File: src/rtl/frv_rng_responder.sv
// rtl/frv_rng_responder.sv - RNG request/response responder with LFSR entropy pool and seed-health tracking
// Optional feature: define FRV_RNG_FREE_RUN_EN to let the LFSR step on every cycle it is not otherwise updated.
module frv_rng_responder #(
  parameter int unsigned SEED_COUNT = 4
) (
  input  logic        g_clk,
  input  logic        g_reset,
  input  logic        rng_req_valid,
  input  logic [2:0]  rng_req_op,
  input  logic [31:0] rng_req_data,
  output logic        rng_req_ready,
  output logic        rng_rsp_valid,
  output logic [2:0]  rng_rsp_status,
  output logic [31:0] rng_rsp_data,
  input  logic        rng_rsp_ready
);

  typedef enum logic [2:0] {
    HS_NO_INIT   = 3'd0,
    HS_HEALTHY   = 3'd1,
    HS_UNHEALTHY = 3'd2
  } hstate_e;

  localparam logic [2:0]  OP_SEED   = 3'b001;
  localparam logic [2:0]  OP_SAMP   = 3'b010;
  localparam logic [2:0]  OP_TEST   = 3'b100;
  localparam logic [3:0]  SEED_MAX  = 4'(SEED_COUNT);
  localparam logic [31:0] LFSR_TAPS = 32'h8020_0003;
  localparam logic [31:0] LFSR_INIT = 32'h0000_0001;

  hstate_e     hstate_q, hstate_d;
  logic [3:0]  seed_cnt_q, seed_cnt_d;
  logic [31:0] last_seed_q, last_seed_d;
  logic [31:0] lfsr_q, lfsr_d;
  logic        rsp_valid_q, rsp_valid_d;
  logic [2:0]  rsp_status_q, rsp_status_d;
  logic [31:0] rsp_data_q, rsp_data_d;

  logic        accept;
  logic        seed_bad;
  logic [31:0] seed_mix;

  function automatic logic [31:0] lfsr_step(input logic [31:0] s);
    return {1'b0, s[31:1]} ^ (s[0] ? LFSR_TAPS : 32'h0);
  endfunction

  // Ready depends only on the response slot, so the slot can refill as it drains.
  assign rng_req_ready  = !rsp_valid_q || rng_rsp_ready;
  assign accept         = rng_req_valid && rng_req_ready;
  assign rng_rsp_valid  = rsp_valid_q;
  assign rng_rsp_status = rsp_status_q;
  assign rng_rsp_data   = rsp_data_q;

  // Next-state: response slot, health FSM, seed counter and LFSR pool.
  always_comb begin
    hstate_d     = hstate_q;
    seed_cnt_d   = seed_cnt_q;
    last_seed_d  = last_seed_q;
`ifdef FRV_RNG_FREE_RUN_EN
    lfsr_d       = lfsr_step(lfsr_q);
`else
    lfsr_d       = lfsr_q;
`endif
    rsp_valid_d  = rsp_valid_q;
    rsp_status_d = rsp_status_q;
    rsp_data_d   = rsp_data_q;
    seed_bad     = (rng_req_data == 32'h0) || (rng_req_data == last_seed_q);
    seed_mix     = lfsr_step(lfsr_q ^ rng_req_data);

    if (rsp_valid_q && rng_rsp_ready) begin
      rsp_valid_d = 1'b0;
    end

    if (accept) begin
      rsp_valid_d  = 1'b1;
      rsp_status_d = hstate_q;
      rsp_data_d   = 32'h0;
      case (rng_req_op)
        OP_SEED: begin
          if (seed_bad) begin
            hstate_d   = HS_UNHEALTHY;
            seed_cnt_d = 4'd0;
          end else begin
            if (seed_cnt_q < SEED_MAX) begin
              seed_cnt_d = seed_cnt_q + 4'd1;
            end
            if (seed_cnt_d == SEED_MAX) begin
              hstate_d = HS_HEALTHY;
            end
          end
          // A zero pool would lock the LFSR, so it is forced back to the init value.
          lfsr_d       = (seed_mix == 32'h0) ? LFSR_INIT : seed_mix;
          last_seed_d  = rng_req_data;
          rsp_status_d = hstate_d;
        end
        OP_SAMP: begin
          if (hstate_q == HS_HEALTHY) begin
            rsp_data_d = lfsr_q;
            lfsr_d     = lfsr_step(lfsr_q);
          end
        end
        OP_TEST: begin
        end
        default: begin
        end
      endcase
    end
  end

  // State register; reset discards any pending response at once.
  always_ff @(posedge g_clk or posedge g_reset) begin
    if (g_reset) begin
      hstate_q     <= HS_NO_INIT;
      seed_cnt_q   <= 4'd0;
      last_seed_q  <= 32'h0;
      lfsr_q       <= LFSR_INIT;
      rsp_valid_q  <= 1'b0;
      rsp_status_q <= 3'd0;
      rsp_data_q   <= 32'h0;
    end else begin
      hstate_q     <= hstate_d;
      seed_cnt_q   <= seed_cnt_d;
      last_seed_q  <= last_seed_d;
      lfsr_q       <= lfsr_d;
      rsp_valid_q  <= rsp_valid_d;
      rsp_status_q <= rsp_status_d;
      rsp_data_q   <= rsp_data_d;
    end
  end

endmodule

File: config.mk
export PLATFORM = sky130hd
export DESIGN_NAME = frv_rng_responder
export DESIGN_NICKNAME = d
export VERILOG_FILES = /design/src/rtl/frv_rng_responder.sv
export SDC_FILE = /design/constraint.sdc
export NUM_CORES = 1
export LEC_CHECK = 0
export ABC_CLOCK_PERIOD_IN_PS = 4790
export CORE_UTILIZATION = 45
export CTS_CLUSTER_SIZE = 24
export DETAILED_ROUTE_END_ITERATION = 8
export PLACE_DENSITY = 0.74
export SETUP_SLACK_MARGIN = 0.5
export SLEW_MARGIN = 5
export SYNTH_ARGS = -nofsm -noshare
export SYNTH_HDL_FRONTEND = slang
export SYNTH_SLANG_ARGS = --single-unit
File: constraint.sdc
create_clock -name g_clk -period 4.79 [get_ports g_clk]
set_input_delay 0.958 -clock g_clk [delete_from_list [all_inputs] [get_ports g_clk]]
set_output_delay 0.958 -clock g_clk [all_outputs]
set_load 0.01 [all_outputs]
==> metrics.txt, run 1 <==
# TYPE chip_impl_metric gauge
chip_impl_metric{name="synth_seq_cells",unit=""} 103
chip_impl_metric{name="grt_use_total",unit="%"} 22.5
chip_impl_metric{name="grt_antenna_before_repair",unit=""} 0
chip_impl_metric{name="cellPowerDensity",unit="mW/mm^2"} 413
chip_impl_metric{name="comb_power_share",unit="%"} 20.7
chip_impl_metric{name="synth_fp_nets",unit=""} 569
chip_impl_metric{name="place.detailed.hpwl",unit="um"} 8600
chip_impl_metric{name="clock_path_buffers",unit=""} 2
chip_impl_metric{name="nets",unit=""} 630
chip_impl_metric{name="syn-instance-count",unit=""} 529
chip_impl_metric{name="final_routed_wirelength_across_all_metal_layers",unit="um"} 12200
chip_impl_metric{name="std_cell_rows",unit=""} 38
chip_impl_info{name="synth.largest_area_cell",value="dfrtp_1"} 1
chip_impl_info{name="synth_top_cells_by_area",value="dfrtp_1 (50%), xor2_1 (15%), nand2_1 (12%)"} 1
chip_impl_info{name="grt-busiest-layer",value="met2"} 1
chip_impl_metric{name="post_synth.cell_area_avg",unit="um^2"} 9.60
chip_impl_metric{name="initial_utilization",unit="%"} 46.4
chip_impl_metric{name="die_h",unit="um"} 108
chip_impl_metric{name="netlist_area",unit="mm^2"} 0.00508
chip_impl_info{name="most_used_standard_cells_in_the_synthesized_netlist",value="nand2_1 (163), dfrtp_1 (102), xor2_1 (89)"} 1
chip_impl_metric{name="postCtsSetupBuffers",unit=""} 0
chip_impl_metric{name="ioPinCount",unit=""} 76
chip_impl_metric{name="initialDrtViolationCount",unit=""} 238
chip_impl_info{name="yosys.cell_count.top_type",value="nand2_1"} 1
chip_impl_metric{name="critPathArrivalTime",unit="ps"} 2200
chip_impl_metric{name="final_antenna_net_count",unit=""} 0
chip_impl_info{name="dominantRegCellSynth",value="dfrtp_1"} 1
chip_impl_info{name="cts_root_buf",value="clkbuf_16"} 1
chip_impl_metric{name="power_switching",unit="mW"} 0.809
chip_impl_metric{name="post_synth_num_cell_types",unit=""} 35
chip_impl_metric{name="cellInternalPower",unit="mW"} 1.78
chip_impl_metric{name="ir_drop",unit="mV"} 0.174
chip_impl_metric{name="post_route_cells_drive_above_1_share",unit="%"} 4.37
chip_impl_metric{name="cts_inserted_buffers",unit=""} 9
chip_impl_metric{name="seqCellArea",unit="mm^2"} 0.00258
chip_impl_metric{name="synth_seq_area_share",unit="%"} 50.8
chip_impl_metric{name="clkLatencyLatePin",unit="ps"} 350
chip_impl_metric{name="post_layout_utilization_of_the_core",unit="%"} 57.2
chip_impl_metric{name="final_min_period_over_clock_period",unit="%"} 65.8
chip_impl_metric{name="share_seq_of_total_power",unit="%"} 48.2
chip_impl_metric{name="detail_route.wl_per_cell",unit="um"} 16.6
chip_impl_metric{name="multi_input_area",unit="mm^2"} 0.00237
chip_impl_metric{name="grt_start_max_net_pins",unit=""} 75
chip_impl_info{name="path_class",value="input pin to output port"} 1
chip_impl_info{name="min-delay-path-class",value="flip-flop to flip-flop"} 1
chip_impl_metric{name="hold_violations",unit=""} 0
chip_impl_metric{name="synth-edff-count",unit=""} 0
chip_impl_metric{name="critical_path_required",unit="ps"} 3830
chip_impl_metric{name="globalRouteMet3Util",unit="%"} 4.40
chip_impl_metric{name="pwr-share-clk",unit="%"} 31.1
chip_impl_metric{name="static-leakage-power",unit="nW"} 2.98
chip_impl_metric{name="antenna_cells_inserted",unit=""} 0
chip_impl_metric{name="yosys_warnings",unit=""} 0
chip_impl_metric{name="wire_length_of_the_first_global_routing_pass",unit="um"} 20000
chip_impl_metric{name="ctsResizeCount",unit=""} 0
chip_impl_metric{name="clk_pin_slew",unit="ps"} 60
chip_impl_info{name="setup_repair_after_global_routing_missed_its_margin",value="false"} 1
chip_impl_metric{name="cts_max_level",unit=""} 3
chip_impl_metric{name="layout.filler_cells",unit=""} 930
chip_impl_metric{name="final_skew",unit="ps"} 5.94
chip_impl_metric{name="core_region_area",unit="mm^2"} 0.0109
chip_impl_metric{name="clock.fmax",unit="MHz"} 317
chip_impl_metric{name="first_pass_iters",unit=""} 5
chip_impl_metric{name="die_area",unit="mm^2"} 0.0117
chip_impl_metric{name="post-synth-top-area-fraction",unit="%"} 50.3
chip_impl_metric{name="finalSetupViolCount",unit=""} 0
chip_impl_metric{name="number_of_sinks_driven_by_the_clock_tree",unit=""} 103
chip_impl_metric{name="routed_via_density",unit=""} 5.38
chip_impl_metric{name="post-route-min-period",unit="ps"} 3150
chip_impl_metric{name="met1_usage",unit="%"} 29.3
chip_impl_info{name="cp-start-kind",value="input pin"} 1
chip_impl_metric{name="post_cts_hold_buffer_count",unit=""} 0
chip_impl_info{name="cts_tree",value="built"} 1
chip_impl_metric{name="gp_congestion",unit=""} 0.815
chip_impl_metric{name="drv.max_cap_violation_count",unit=""} 0
chip_impl_metric{name="tightest_slew",unit="ps"} 1120
chip_impl_metric{name="synth_async_sr_flop_share",unit="%"} 100
chip_impl_metric{name="drc_errors",unit=""} 0
chip_impl_metric{name="design_power_total",unit="mW"} 2.59
chip_impl_metric{name="grt.overflow.total",unit=""} 0
chip_impl_metric{name="tns",unit="ps"} 0
chip_impl_metric{name="maximum_fanout_along_the_worst_path",unit=""} 6
chip_impl_metric{name="count_of_buffers_from_port_buffering",unit=""} 74
chip_impl_metric{name="slew-limit-headroom",unit="%"} 25.3
chip_impl_metric{name="power_switching_share",unit="%"} 31.3
chip_impl_metric{name="dieWidth",unit="um"} 108
chip_impl_metric{name="num_vias",unit=""} 3953
chip_impl_metric{name="grt_use_met2",unit="%"} 35.7
chip_impl_info{name="worst_setup_path_end_kind",value="output port"} 1
chip_impl_info{name="outcome",value="completed"} 1
chip_impl_metric{name="grt_pass1_vias",unit=""} 3869
chip_impl_metric{name="pins_over_their_slew_limit",unit=""} 0
chip_impl_metric{name="flow.area_growth_from_synthesis",unit="%"} 23.2
[worst paths after layout]
path | start | end | slack [ps] | cells after the start
min reg2reg | last_seed_q[21] | last_seed_q[21] | 500 | 2
max reg2reg | rng_rsp_valid | lfsr_q[0] | 2430 | 6
max | rng_rsp_ready | rng_req_ready | 1640 | 3
min in group asynchronous | g_reset | lfsr_q[31] | 1140 | 2
min | last_seed_q[21] | last_seed_q[21] | 500 | 2
max in group asynchronous | g_reset | lfsr_q[20] | 2740 | 3
[layer usage]
layer | share of wire, % | wire length [um]
met1 | 44 | 5320
met2 | 47 | 5720
met3 | 5.8 | 701
met4 | 3.6 | 444
met5 | 0 | 0
[state kept, by name, summed over array words and instances, names as in the netlist]
signal and cells:
last_seed_q 32, lfsr_q 32, rng_rsp_data 32, seed_cnt_q 4, rng_rsp_status 2, rng_rsp_valid 1
[kinds of logic (layout without fill, tap and decap cells)]
kind of cell | count (synthesis) | count (layout) | synth area share, %
compound gates | 79 | 79 | 10.7
simple gates | 212 | 212 | 18.3
fa+ha+maj | 1 | 1 | 0.246
flops | 103 | 103 | 50.8
other cells | 1 | 1 | 0.0739
xor+xnor | 100 | 100 | 17.2
buf+inv | 33 | 99 | 2.59
[power groups by stage]
| stage | registers, mW | logic, mW | clock network, mW |
|---|---|---|---|
| global route | 1.27 | 0.607 | 0.846 |
| floorplan | 1.20 | 0.404 | 0 |
| CTS | 1.25 | 0.539 | 0.814 |
| global placement | 1.25 | 0.509 | 0 |
| detailed placement | 1.26 | 0.530 | 0 |
| finish | 1.25 | 0.536 | 0.804 |
[critical path, stage by stage]
cell             delay (ps)
clkdlybuf4s50_1         450
nand2b_1                210
clkdlybuf4s50_1         580
[layout make-up]
class | count | share of cell area [%]
Sequential cell | 103 | 41.2
Multi-Input combinational cell | 393 | 38.0
Timing Repair Buffer | 79 | 12.4
Clock buffer | 11 | 4.04
Tap cell | 140 | 2.80
Clock inverter | 5 | 1.28
Inverter | 4 | 0.280
[metrics by stage]
stage               setup slack (ps)  area, um^2  instances  hold slack [ps]
floorplan                       1130        5080        529              465
global placement                1480        5920        719              478
detailed placement              1350        5920        719              483
CTS                             1630        6260        735              500
global route                    1520        6260        735              514
finish                          1640        6260        735              497
[placed cells by master, fill, tap and decap left out, types with 2 or more instances in the layout]
master,synthesis,layout
nand2_1,163,163
dfrtp_1,102,102
xor2_1,89,89
clkdlybuf4s50_1,0,74
a22o_1,32,32
o21ai_0,30,30
nor4_1,23,23
xnor2_1,11,11
clkbuf_16,0,9
nand4_1,7,7
buf_4,1,5
o21ai_1,4,4
o211ai_1,4,4
a21oi_1,4,4
inv_1,4,3
nor2_1,4,3
nand2b_1,2,2
nor3b_1,2,2
nand3_1,2,2
nor4b_1,2,2
nor3_1,2,2
clkbuf_8,0,2
clkinvlp_4,0,2
bufinv_16,0,2
Power figures use the tool's default switching activity.
==> run 2, diff against run 1 <==
- ABC_CLOCK_PERIOD_IN_PS: 4790 -> 2600
- PLACE_DENSITY: 0.74 -> 0.77
- clock period: 4.79 -> 2.6 ns (I/O delays scaled with it)
==> run 2 against run 1 <==
Setup slack worse by 1100 ps. Largest power group unchanged. Global-route usage up 0.75 points. Via count up 5.0%.
==> metrics.txt, run 2 (synthesized netlist as in run 1, its figures left out) <==
# TYPE chip_impl_metric gauge
chip_impl_info{name="outcome",value="completed"} 1
chip_impl_metric{name="clock.fmax",unit="MHz"} 483
chip_impl_info{name="crit_start",value="rng_req_data[23]"} 1
chip_impl_metric{name="critical_path_required",unit="ps"} 2810
chip_impl_info{name="worstReg2RegStart",value="last_seed_q[5]"} 1
chip_impl_metric{name="cts_inserted_buffers",unit=""} 9
chip_impl_metric{name="ir_drop",unit="mV"} 0.419
chip_impl_metric{name="std_cell_rows",unit=""} 38
chip_impl_metric{name="pins_over_their_slew_limit",unit=""} 0
chip_impl_metric{name="die_h",unit="um"} 108
chip_impl_info{name="path_class",value="input pin to flip-flop"} 1
chip_impl_metric{name="first_pass_iters",unit=""} 5
chip_impl_metric{name="grt.overflow.total",unit=""} 0
chip_impl_metric{name="pwr-share-clk",unit="%"} 29.6
chip_impl_metric{name="layout.filler_cells",unit=""} 886
chip_impl_info{name="setup.worst_path.end",value="seed_cnt_q[1]"} 1
chip_impl_metric{name="maximum_fanout_along_the_worst_path",unit=""} 3
chip_impl_metric{name="initial_utilization",unit="%"} 46.4
chip_impl_metric{name="die_area",unit="mm^2"} 0.0117
chip_impl_metric{name="final_antenna_net_count",unit=""} 0
chip_impl_metric{name="clock_path_buffers",unit=""} 2
chip_impl_info{name="setup_repair_after_global_routing_missed_its_margin",value="true"} 1
chip_impl_metric{name="dp_slack",unit="ps"} 19.6
chip_impl_metric{name="nets",unit=""} 655
chip_impl_metric{name="power_switching",unit="mW"} 1.56
chip_impl_metric{name="clkLatencyLatePin",unit="ps"} 340
chip_impl_metric{name="drc_errors",unit=""} 0
chip_impl_metric{name="gp_congestion",unit=""} 0.906
chip_impl_info{name="commonest_non_fill_non_tap_cells_in_the_layout",value="nand2_1 (163), dfrtp_1 (102), xor2_1 (89)"} 1
chip_impl_metric{name="finalSetupViolCount",unit=""} 0
chip_impl_metric{name="post_route_cells_drive_above_1_share",unit="%"} 9.52
chip_impl_metric{name="post_cts_hold_buffer_count",unit=""} 0
chip_impl_metric{name="final_min_period_over_clock_period",unit="%"} 79.6
chip_impl_metric{name="detail_route.wl_per_cell",unit="um"} 17.2
chip_impl_metric{name="comb_power_share",unit="%"} 22.8
chip_impl_info{name="worst_setup_path_end_kind",value="flip-flop"} 1
chip_impl_metric{name="post-route-min-period",unit="ps"} 2070
chip_impl_metric{name="postCtsSetupBuffers",unit=""} 0
chip_impl_metric{name="initialDrtViolationCount",unit=""} 296
chip_impl_metric{name="drv.max_cap_violation_count",unit=""} 0
chip_impl_info{name="layout_commonest_cell",value="nand2_1"} 1
chip_impl_metric{name="worst-r2r-setup-slack",unit="ps"} 790
chip_impl_metric{name="number_of_sinks_driven_by_the_clock_tree",unit=""} 103
chip_impl_info{name="cp-start-kind",value="input pin"} 1
chip_impl_metric{name="worstRegToRegCells",unit=""} 5
chip_impl_metric{name="cts_max_level",unit=""} 3
chip_impl_metric{name="globalRouteMet3Util",unit="%"} 2.89
chip_impl_info{name="min-delay-path-class",value="input pin to asynchronous set/reset pin"} 1
chip_impl_metric{name="routed_via_density",unit=""} 5.46
chip_impl_metric{name="cellPowerDensity",unit="mW/mm^2"} 736
chip_impl_metric{name="hold_violations",unit=""} 0
chip_impl_metric{name="met1_usage",unit="%"} 30.5
chip_impl_metric{name="place.detailed.hpwl",unit="um"} 9230
chip_impl_metric{name="flow.area_growth_from_synthesis",unit="%"} 29.1
chip_impl_metric{name="critPathArrivalTime",unit="ps"} 2280
chip_impl_info{name="grt-busiest-layer",value="met2"} 1
chip_impl_metric{name="layout_setup_ws",unit="ps"} 531
chip_impl_metric{name="final_skew",unit="ps"} 6.56
chip_impl_metric{name="grt_antenna_before_repair",unit=""} 0
chip_impl_metric{name="static-leakage-power",unit="nW"} 3.19
chip_impl_metric{name="antenna_cells_inserted",unit=""} 0
chip_impl_metric{name="grt_pass1_vias",unit=""} 4032
chip_impl_metric{name="clk_pin_slew",unit="ps"} 70
chip_impl_metric{name="tns",unit="ps"} 0
chip_impl_metric{name="share_seq_of_total_power",unit="%"} 47.7
chip_impl_metric{name="count_of_buffers_from_port_buffering",unit=""} 74
chip_impl_metric{name="grt_use_total",unit="%"} 23.3
chip_impl_metric{name="grt_start_max_net_pins",unit=""} 76
chip_impl_metric{name="dieWidth",unit="um"} 108
chip_impl_info{name="cts_root_buf",value="clkbuf_16"} 1
chip_impl_info{name="reg2reg_to",value="seed_cnt_q[1]"} 1
chip_impl_metric{name="final_routed_wirelength_across_all_metal_layers",unit="um"} 13000
chip_impl_info{name="cts_tree",value="built"} 1
chip_impl_metric{name="grt_use_met2",unit="%"} 38.0
chip_impl_metric{name="core_region_area",unit="mm^2"} 0.0109
chip_impl_metric{name="ioPinCount",unit=""} 76
chip_impl_metric{name="wire_length_of_the_first_global_routing_pass",unit="um"} 20600
chip_impl_metric{name="cellInternalPower",unit="mW"} 3.26
chip_impl_metric{name="power_switching_share",unit="%"} 32.4
chip_impl_metric{name="num_vias",unit=""} 4150
## run 2: changes by cell type in the layout (fill, tap and decap cells not counted), moves of 9 or more
cell,previous run,this run
buf_4,5,26
clkdlybuf4s50_1,74,62
nor4_2,0,9
nor4_1,23,14
dlymetal6s2s_1,0,9
## run 2: power groups by stage
stage,registers (mW),logic (mW),clock network (mW)
2_1_floorplan,2.20,0.744,0
3_3_place_gp,2.30,1.01,0
3_5_place_dp,2.32,1.05,0
4_1_cts,2.30,1.07,1.45
5_1_grt,2.34,1.21,1.50
6_report,2.30,1.10,1.43
## run 2: critical path: stages
cell and delay (ps):
clkdlybuf4s50_1 460, xor2_1 210, nor4_2 390, nand4_1 270, o211ai_1 290, o211ai_1 130
## run 2: per-layer routing
layer  share of wire [%]  routed length, um  up-vias
li1                    -                  -     1942
met1                  43               5590     2021
met2                  49               6380      152
met3                 4.7                617       35
met4                 3.4                442        0
met5                   0                  0        -
## run 2: what timing repair did
item                                    4_1_cts  5_1_grt
cloned                                        0        0
gates resized for setup                       6       18
endpoints found under the setup margin        8       38
pin swaps                                     1        9
## run 2: cell type report
cell class                      count  area, um^2  area share (%)
Timing Repair Buffer              104        1030            15.6
Clock buffer                       11         233            3.55
Clock inverter                      5        82.6            1.26
Multi-Input combinational cell    393        2440            37.3
Sequential cell                   103        2580            39.3
Inverter                            4        18.8           0.286
Tap cell                          140         175            2.67
## run 2: worst min path at each step
stage | from | to | slack, ps
after CTS | g_reset | rng_rsp_data[3] | 490
after floorplan | last_seed_q[10] | last_seed_q[10] | 470
after global placement | last_seed_q[26] | last_seed_q[26] | 480
after global routing | g_reset | rng_rsp_data[8] | 500
after detailed placement | last_seed_q[20] | last_seed_q[20] | 480
final | g_reset | rng_rsp_data[8] | 490
## run 2: per-stage QoR
step	power [mW]	std cells	hold slack, ps	util, %	instance area (um^2)
finish	4.82	760	487	60.0	6560
floorplan	2.95	529	465	-	5080
global route	5.06	760	503	60.0	6560
CTS	4.81	760	492	59.2	6480
global placement	3.31	744	477	56.2	6150
detailed placement	3.37	744	483	56.2	6150
